## src/rtl/seg7_pkg.sv

```systemverilog
// Shared 7-segment constants and the hex-to-segment lookup.
// Bit order is {a,b,c,d,e,f,g} with segment a at bit 6, active-high.
package seg7_pkg;

  localparam logic [6:0] SEG_0     = 7'h7E;
  localparam logic [6:0] SEG_1     = 7'h30;
  localparam logic [6:0] SEG_2     = 7'h6D;
  localparam logic [6:0] SEG_3     = 7'h79;
  localparam logic [6:0] SEG_4     = 7'h33;
  localparam logic [6:0] SEG_5     = 7'h5B;
  localparam logic [6:0] SEG_6     = 7'h5F;
  localparam logic [6:0] SEG_7     = 7'h70;
  localparam logic [6:0] SEG_8     = 7'h7F;
  localparam logic [6:0] SEG_9     = 7'h7B;
  localparam logic [6:0] SEG_A     = 7'h77;
  localparam logic [6:0] SEG_B     = 7'h1F;
  localparam logic [6:0] SEG_C     = 7'h4E;
  localparam logic [6:0] SEG_D     = 7'h3D;
  localparam logic [6:0] SEG_E     = 7'h4F;
  localparam logic [6:0] SEG_BLANK = 7'h00;
  // 0xF is the keypad "empty" nibble, so it renders blank rather than 'F'.
  localparam logic [6:0] SEG_F     = SEG_BLANK;

  function automatic logic [6:0] hex_to_seg7(input logic [3:0] nibble);
    logic [6:0] pat;
    case (nibble)
      4'h0:    pat = SEG_0;
      4'h1:    pat = SEG_1;
      4'h2:    pat = SEG_2;
      4'h3:    pat = SEG_3;
      4'h4:    pat = SEG_4;
      4'h5:    pat = SEG_5;
      4'h6:    pat = SEG_6;
      4'h7:    pat = SEG_7;
      4'h8:    pat = SEG_8;
      4'h9:    pat = SEG_9;
      4'hA:    pat = SEG_A;
      4'hB:    pat = SEG_B;
      4'hC:    pat = SEG_C;
      4'hD:    pat = SEG_D;
      4'hE:    pat = SEG_E;
      default: pat = SEG_F;
    endcase
    return pat;
  endfunction

endpackage

```

## src/rtl/seg7_scan_driver_if.sv

```systemverilog
// Display bundle: number/dp data in from the keypad side, scanned
// digit selects and segment lines out to the board.
interface seg7_scan_driver_if #(
  parameter int NUM_DIGITS = 3
);
  logic [4*NUM_DIGITS-1:0] value;
  logic [NUM_DIGITS-1:0]   dp_mask;
  logic [NUM_DIGITS-1:0]   select;
  logic [6:0]              seg;
  logic                    dp;

  modport master (output value, dp_mask, input select, seg, dp);
  modport slave  (input value, dp_mask, output select, seg, dp);
endinterface

```

## src/rtl/seg7_decode.sv

```systemverilog
// Combinational nibble-to-segment decoder.
module seg7_decode
  import seg7_pkg::*;
(
  input  logic [3:0] nibble_i,
  output logic [6:0] seg_o
);

  assign seg_o = hex_to_seg7(nibble_i);

endmodule

```

## src/rtl/seg7_scan_driver.sv

```systemverilog
// Time-multiplexed 7-segment driver: rotating one-cold digit select with
// registered, mutually aligned select/seg/dp outputs.
module seg7_scan_driver
  import seg7_pkg::*;
#(
  parameter int NUM_DIGITS = 3,
  parameter int SCAN_DIV   = 1
) (
  input logic          clk,
  input logic          rst,
  seg7_scan_driver_if.slave bus
);

  localparam int IDX_W = (NUM_DIGITS > 1) ? $clog2(NUM_DIGITS) : 1;
  localparam int DIV_W = (SCAN_DIV > 1) ? $clog2(SCAN_DIV) : 1;
  localparam logic [IDX_W-1:0] IDX_LAST = IDX_W'(NUM_DIGITS - 1);
  localparam logic [DIV_W-1:0] DIV_LAST = DIV_W'(SCAN_DIV - 1);

  logic [IDX_W-1:0]      idx_q, idx_d, idx_cur;
  logic [DIV_W-1:0]      div_q, div_d;
  logic                  active_q;
  logic [3:0]            nibble;
  logic [6:0]            seg_dec;
  logic [NUM_DIGITS-1:0] select_d, select_q;
  logic                  dp_d, dp_q;
  logic [6:0]            seg_q;

  // The first edge out of reset only enters digit 0, so it gets a full dwell.
  always_comb begin
    idx_cur = (idx_q > IDX_LAST) ? '0 : idx_q;
    idx_d   = idx_cur;
    div_d   = div_q;
    if (!active_q) begin
      idx_d = '0;
      div_d = '0;
    end else if (div_q == DIV_LAST) begin
      div_d = '0;
      idx_d = (idx_cur == IDX_LAST) ? '0 : idx_cur + IDX_W'(1);
    end else begin
      div_d = div_q + DIV_W'(1);
    end
  end

  always_comb begin
    nibble   = '0;
    dp_d     = 1'b0;
    select_d = '1;
    for (int i = 0; i < NUM_DIGITS; i++) begin
      if (idx_d == IDX_W'(i)) begin
        nibble      = bus.value[4*i +: 4];
        dp_d        = bus.dp_mask[i];
        select_d[i] = 1'b0;
      end
    end
  end

  seg7_decode u_decode (
    .nibble_i (nibble),
    .seg_o    (seg_dec)
  );

  always_ff @(posedge clk) begin
    if (rst) begin
      idx_q    <= '0;
      div_q    <= '0;
      active_q <= 1'b0;
      select_q <= '1;
      seg_q    <= SEG_BLANK;
      dp_q     <= 1'b0;
    end else begin
      idx_q    <= idx_d;
      div_q    <= div_d;
      active_q <= 1'b1;
      select_q <= select_d;
      seg_q    <= seg_dec;
      dp_q     <= dp_d;
    end
  end

  assign bus.select = select_q;
  assign bus.seg    = seg_q;
  assign bus.dp     = dp_q;

endmodule

```

## src/flat_wrapper.sv

```systemverilog
// flat-port wrapper written by rule: the top's interface ports become plain ports
module seg7_scan_driver_flat import seg7_pkg::*;
#(
  parameter int NUM_DIGITS = 3,
  parameter int SCAN_DIV   = 1
)
  (clk, rst, bus_value, bus_dp_mask, bus_select, bus_seg, bus_dp);
  seg7_scan_driver_if #(.NUM_DIGITS(NUM_DIGITS)) bus_i ();
  input logic clk;
  input logic rst;
  input wire logic [$bits(bus_i.value)-1:0] bus_value;
  input wire logic [$bits(bus_i.dp_mask)-1:0] bus_dp_mask;
  output wire logic [$bits(bus_i.select)-1:0] bus_select;
  output wire logic [$bits(bus_i.seg)-1:0] bus_seg;
  output wire logic [$bits(bus_i.dp)-1:0] bus_dp;
  assign bus_i.value = bus_value;
  assign bus_i.dp_mask = bus_dp_mask;
  assign bus_select = bus_i.select;
  assign bus_seg = bus_i.seg;
  assign bus_dp = bus_i.dp;
  seg7_scan_driver #(.NUM_DIGITS(NUM_DIGITS), .SCAN_DIV(SCAN_DIV)) u_core (.clk(clk), .rst(rst), .bus(bus_i));
endmodule
```

## config.mk

```make
export PLATFORM = sky130hd
export DESIGN_NAME = seg7_scan_driver_flat
export DESIGN_NICKNAME = d
export VERILOG_FILES = /design/src/rtl/seg7_pkg.sv /design/src/rtl/seg7_scan_driver_if.sv /design/src/rtl/seg7_decode.sv /design/src/rtl/seg7_scan_driver.sv /design/src/flat_wrapper.sv
export SDC_FILE = /design/constraint.sdc
export NUM_CORES = 1
export LEC_CHECK = 0
export ABC_CLOCK_PERIOD_IN_PS = 4300
export CORE_UTILIZATION = 50
export CTS_CLUSTER_DIAMETER = 30
export DETAILED_ROUTE_END_ITERATION = 7
export PLACE_DENSITY = 0.83
export SLEW_MARGIN = 20
export SYNTH_ARGS = -nofsm -noshare
export SYNTH_HDL_FRONTEND = slang
export SYNTH_SLANG_ARGS = --single-unit
```

## constraint.sdc

```tcl
create_clock -name clk -period 4.3 [get_ports clk]
set_clock_uncertainty 0.05 [all_clocks]
set_input_delay 0.43 -clock clk [delete_from_list [all_inputs] [get_ports clk]]
set_output_delay 0.43 -clock clk [all_outputs]
set_load 0.03 [all_outputs]
```

* Word level (Yosys, flattened, before mapping)
Memories as Yosys holds them, arrays and structs flattened. A register that Yosys moved wholly into a read port is not among the register bits. Cells that the tools add are included.
Storage, ports and cells: flip-flop bits (word level) 8, memory bits (read-only) 112, bits of input ports 17, output and inout port bits 11, word-level logic and storage cells 30, memories 1
Cells by class: $add $sub $neg 2, order comparisons 1, equal/unequal tests 3, multiplexer cells 14, bitwise logic cells 2, reductions and logical operators 2
Memory list:
- (name not given) | words 16, bits a word 7, read ports 1, clocked after Yosys merged registers in 1, write ports 0, RTL line seg7_pkg.sv:26 | case (nibble)
Operators by type and width (count):
- $mux 4 | 3
- $mux 2 | 4
- $mux 1 | 7
- $eq 2x2->1 const B | 2
- $reduce_or 3->1 | 1
- $add 2x1->2 const B | 1
- $eq 2x1->1 const B | 1
- $gt 2x2->1 const B | 1
- $logic_not 2->1 | 1
- $not 1->1 | 2
- $add 1x1->1 const B | 1

* Logic depth before layout (Yosys ltp)
depth after elaboration 10, mapped depth 11, depth with buffers taken out 11

* Cells and area by module
A second synthesis with hierarchy kept.
Unflattened totals: cell total of the unflattened synthesis 93, area, all modules 902.1 um^2
By module, submodules not included:
- seg7_scan_driver | instances 1, cells an instance 54, area an instance 584.3 um^2
- seg7_decode | instances 1, cells an instance 39, area an instance 317.8 um^2

* Least setup slack after synthesis
No wires, ideal clock.
path kind register to register, start register u_core.idx_q[0], end register u_core.seg_q[6], in the netlist u_core.bus.seg[6], library setup time 117 ps, data arrival time 2524 ps, slack 1609 ps, stages on the path, launching flop included 11, path through dfxtp_1 > inv_1 > ha_1 > mux2_4 > o21ai_4 > a221o_1 > inv_1 > ha_1 > or2_2 > mux2_4 > a32o_1
On the way: cells in the longest elaborated chain, start to end 10, elaborated cells between the ends (all ways) 13, classes of those cells add/sub: 1; order compare: 1; eq/ne: 3; mux: 7; reduce/logical: 1
Ends and longest elaborated chain:
- start: declaration | RTL line seg7_scan_driver.sv:19 | logic [IDX_W-1:0] idx_q, idx_d, idx_cur;
- start signal: assignment | RTL line seg7_scan_driver.sv:71 | idx_q <= idx_d;
- $gt 2x2->1 | RTL line seg7_scan_driver.sv:30 | idx_cur = (idx_q > IDX_LAST) ? '0 : idx_q;
- $mux 2 (*) | RTL line seg7_scan_driver.sv:30
- $add 2x1->2 or $eq 2x2->1 (tied branches) | RTL line seg7_scan_driver.sv:38 | idx_d = (idx_cur == IDX_LAST) ? '0 : idx_cur + IDX_W'(1);
- $mux 2 | RTL line seg7_scan_driver.sv:38
- $mux 2 (*) | RTL line seg7_scan_driver.sv:36 | end else if (div_q == DIV_LAST) begin
- $mux 2 (*) | RTL line seg7_scan_driver.sv:33 | if (!active_q) begin
- $logic_not 2->1 | RTL line seg7_scan_driver.sv:49 | if (idx_d == IDX_W'(i)) begin
- $mux 4 (2 in series) | RTL line seg7_scan_driver.sv:49
- $mux 4 (*) | RTL line seg7_scan_driver.sv:49
- end: declaration | RTL line seg7_scan_driver.sv:26 | logic [6:0] seg_q;
Mark *: on every way between the ends. The rest lies on a longest branch, timed or not. A chain may end at the register's enable or synchronous reset.

* Final worst setup path
Same ends and word-level chain as after synthesis.

==> out/qor.log <==
INFO  finish         layout_common_cells=sky130_fd_sc_hd__clkdlybuf4s50_1, sky130_fd_sc_hd__dfxtp_1, sky130_fd_sc_hd__ha_1
INFO  power          pwr-share-seq=41.8%
INFO  sta            period_minus_slack=2.87ns
INFO  route          antenna_left=0
INFO  setup_path     critical-path-top-delay-family=compound AO/OA/AOI/OAI gates
INFO  logic_synthesis ys_ff_latch=15
INFO  clock_tree     worst_skew_pair.late_latency=0.28ns
INFO  setup_path     cp_num_buf_inv=2
INFO  floorplan      die_span_y=46.2um
INFO  setup_path     crit_path_cell_trace=inv_1 > ha_1 > mux2_4 > o21ai_4 > a221o_1 > inv_1 > ha_1 > or2_2 > mux2_4 > a32o_1
INFO  route          first_pass_iters=4
INFO  setup_path     cp.required=4.43ns
INFO  setup_path     critical_path_startpoint_category=register
INFO  setup_path     crit_arrival=3.00ns
INFO  logic_synthesis synthesis.nets=123
INFO  route          detailroute.via_count=812
INFO  setup_path     critPathKind=register to register
INFO  clock_tree     clkTransAtPathRegs=0.09ns
INFO  power          power.clock.fraction=21.3%
INFO  global_routing grt_util_met2=35.8%
INFO  setup_path     end_kind=register
INFO  power          internal-power=0.253mW
INFO  setup_path     path_max_fanout=8
INFO  power          cellPowerDensity=292nW/um^2
INFO  route          detail_route.wirelength=1.94mm
INFO  logic_synthesis yosys.area.top_type_share=30.7%
INFO  power          post-layout-total-power=0.375mW
INFO  sta            setup_violations=0
INFO  floorplan      area_of_the_placeable_core=1780um^2
INFO  sta            report.final.slew_viol_count=0
INFO  setup_path     slowest_stage=sky130_fd_sc_hd__dfxtp_1
INFO  floorplan      die_width=46.2um
INFO  logic_synthesis synth_warn=0
INFO  setup_path     path_depth=10
INFO  power          power_switching=0.121mW
INFO  sta            finalHoldWorstSlack=0.652ns
INFO  sta            setup_slack=1.43ns
INFO  global_routing grtUsageMet3=2.75%
INFO  global_routing grt_first_pass_wirelength=3.02mm
INFO  finish         antenna-diode-count=0
INFO  setup_path     timing.critical_path.slowest_cell_delay=0.34ns
INFO  finish         layout-area-overhead-vs-synth=30.9%
INFO  global_routing gr-usage-met1=23.5%
INFO  floorplan      placementRows=15
INFO  logic_synthesis synth.largest_area_cell=sky130_fd_sc_hd__dfxtp_1
INFO  clock_tree     cts_root_buffer=sky130_fd_sc_hd__clkbuf_4
INFO  run            cap_violations=0
INFO  clock_tree     cts-buffers-inserted=3
INFO  route          avgViaCountPerCell=5.41
INFO  power          vdd_ir_drop_max=0.145mV
INFO  logic_synthesis synth.lib_cells_used.distinct=43
INFO  route          dr.first_iter.drc_count=8
INFO  sta            timing.final.crit_share=66.8%
INFO  floorplan      design.die.area=2140um^2
INFO  sta            clock.fmax=0.348GHz
INFO  finish         layout.cells.most_common=sky130_fd_sc_hd__clkdlybuf4s50_1
INFO  power          combPwrFrac=36.8%
INFO  placed_design  dpl_worst_slack=1.44ns
INFO  finish         area.sequential=300um^2
INFO  finish         post_route_cells_drive_above_1_share=14.4%
INFO  logic_synthesis syn_avg_cell_area=10.1um^2
INFO  route          detail_route.wl_per_cell=12.9um
INFO  setup_path     r2r_depth=10
INFO  route          drc=0
INFO  sta            grt_setup_unrepaired=no
INFO  clock_tree     cts_max_level=1
INFO  worst_hold_path worst_hold_path.num_cells=2
INFO  sta            timing.setup.tns=0ns
INFO  finish         nNetsFinal=152
INFO  logic_synthesis post_synth_instance_area=978um^2
INFO  finish         multi_input_area=622um^2
INFO  floorplan      floorplan.initialDensity=54.9%
INFO  floorplan      io-pin-count=28
INFO  global_routing grt_ovf=0
INFO  placed_design  place.gp.congestion=0.832
INFO  clock_tree     cts.sink_count=15
INFO  power          power.static_leakage=0.529nW
INFO  logic_synthesis synth_sequential_area_ratio=30.7%
INFO  global_routing globalRouteTotalUtil=19.8%
INFO  worst_hold_path min-delay-path-class=register to register
INFO  status         status=finished, final reports clean
INFO  global_routing grt_start_max_net_pins=12
INFO  finish         fillers=156
INFO  logic_synthesis synthTopCellsByArea=sky130_fd_sc_hd__dfxtp_1, sky130_fd_sc_hd__ha_1, sky130_fd_sc_hd__mux2i_1, sky130_fd_sc_hd__a221o_1, sky130_fd_sc_hd__inv_1
INFO  clock_tree     clk_path_buf_depth=2
INFO  clock_tree     post-cts-setup-buffers=0
INFO  global_routing number_of_antenna_violations_at_the_first_check_in_global_routing=0
INFO  placed_design  detailedPlacementHpwl=1.57mm
INFO  global_routing global_route.peak_usage_layer=met2
INFO  placed_design  port_buffers=27
INFO  clock_tree     post_cts_hold_buffer_count=0
INFO  clock_tree     clock_tree_from_tritoncts=built
INFO  sta            timing_hold_violations_final=0
INFO  global_routing first_global_vias=738
INFO  logic_synthesis post_synth_inst_count=97
INFO  clock_tree     cts.repair.resized=0
INFO  power          swShare=32.4%
## layout make-up
cell class	instances	area share [%]
clock inverter	1	0.391
inverter	8	2.34
clock buffer	3	1.76
sequential	15	23.4
multi-input combinational	71	48.5
tap	25	2.44
timing repair buffer	27	21.1
## registers in the layout (all words and copies together) (netlist names)
signal             count
u_core.bus.select      3
u_core.active_q        1
u_core.div_q           1
u_core.bus.seg         7
u_core.idx_q           2
u_core.bus.dp          1
## Yosys cell counts
library cell / n
sky130_fd_sc_hd__a221o_1: 3
sky130_fd_sc_hd__a21boi_0: 1
sky130_fd_sc_hd__mux2_2: 2
sky130_fd_sc_hd__or3b_2: 1
sky130_fd_sc_hd__mux2_4: 2
sky130_fd_sc_hd__or2_2: 1
sky130_fd_sc_hd__nand4bb_1: 1
sky130_fd_sc_hd__a2111o_1: 1
sky130_fd_sc_hd__inv_1: 8
sky130_fd_sc_hd__clkbuf_4: 1
sky130_fd_sc_hd__nor2_1: 4
sky130_fd_sc_hd__a21boi_1: 1
sky130_fd_sc_hd__mux2i_1: 4
sky130_fd_sc_hd__nand2_1: 8
sky130_fd_sc_hd__a22o_1: 1
sky130_fd_sc_hd__nand4b_1: 1
sky130_fd_sc_hd__dfxtp_1: 15
sky130_fd_sc_hd__nor2b_1: 1
sky130_fd_sc_hd__a211oi_4: 1
sky130_fd_sc_hd__nor4_1: 1
sky130_fd_sc_hd__a211o_4: 1
sky130_fd_sc_hd__a211oi_2: 1
sky130_fd_sc_hd__buf_4: 1
sky130_fd_sc_hd__a21oi_4: 1
sky130_fd_sc_hd__o21ai_4: 1
sky130_fd_sc_hd__mux2_1: 1
sky130_fd_sc_hd__o21ai_0: 1
sky130_fd_sc_hd__a211oi_1: 2
sky130_fd_sc_hd__a31o_1: 1
sky130_fd_sc_hd__nor3_1: 4
sky130_fd_sc_hd__nand3b_1: 1
sky130_fd_sc_hd__ha_1: 9
sky130_fd_sc_hd__o31ai_1: 1
sky130_fd_sc_hd__conb_1: 1
sky130_fd_sc_hd__and4bb_1: 1
sky130_fd_sc_hd__a21oi_1: 4
sky130_fd_sc_hd__a311oi_1: 1
sky130_fd_sc_hd__nand3_1: 1
sky130_fd_sc_hd__and4bb_2: 2
sky130_fd_sc_hd__a211o_2: 1
sky130_fd_sc_hd__buf_6: 1
sky130_fd_sc_hd__nand2b_1: 1
sky130_fd_sc_hd__a32o_1: 1
## worst register-to-register path: cells and delay by family (launching register included)
kind | cells | cell delay [ns]
simple gates | 1 | 0.31
fa+ha+maj | 2 | 0.55
flops | 1 | 0.34
compound gates | 3 | 0.80
buf+inv | 2 | 0.18
mux | 2 | 0.55
## per-stage QoR
stage	instances	utilization (%)	instance area [um^2]
final	150	71.9	1280
after global routing	150	71.9	1280
after CTS	150	71.9	1280
after detailed placement	146	70.3	1250
after global placement	146	70.3	1250
after floorplan	97	-	978
## per-layer routing
layer	wire [um]	share of wire, %	vias up
met1	893	46	377
met4	17	0.88	0
met2	957	49	18
li1	-	-	415
met5	0	0	-
met3	72	3.7	2
## path summary, 6_finish.rpt
path	from	endpoint	slack, ns
max	u_core.idx_q[0]	u_core.bus.seg[6]	1.43
min	u_core.active_q	u_core.idx_q[1]	0.65
max reg2reg	u_core.idx_q[0]	u_core.bus.seg[6]	1.43
min reg2reg	u_core.active_q	u_core.idx_q[1]	0.65
## power by group through the flow
stage               logic [mW]  registers [mW]  clock network [mW]
floorplan               0.0694           0.181                   0
global route             0.149           0.158              0.0892
finish                   0.138           0.157              0.0799
detailed placement       0.138           0.160                   0
CTS                      0.139           0.157              0.0830
global placement         0.135           0.160                   0
## cell families (layout without fill, tap and decap cells)
family	after synthesis	count (layout)	share of synthesized area [%]
fa+ha+maj	9	9	11.5
flops	15	15	30.7
buf+inv	11	39	5.76
other cells	1	1	0.383
compound gates	24	24	23.8
mux	9	9	10.6
simple gates	28	28	17.3
No activity file was read; power rests on OpenSTA's default activity.
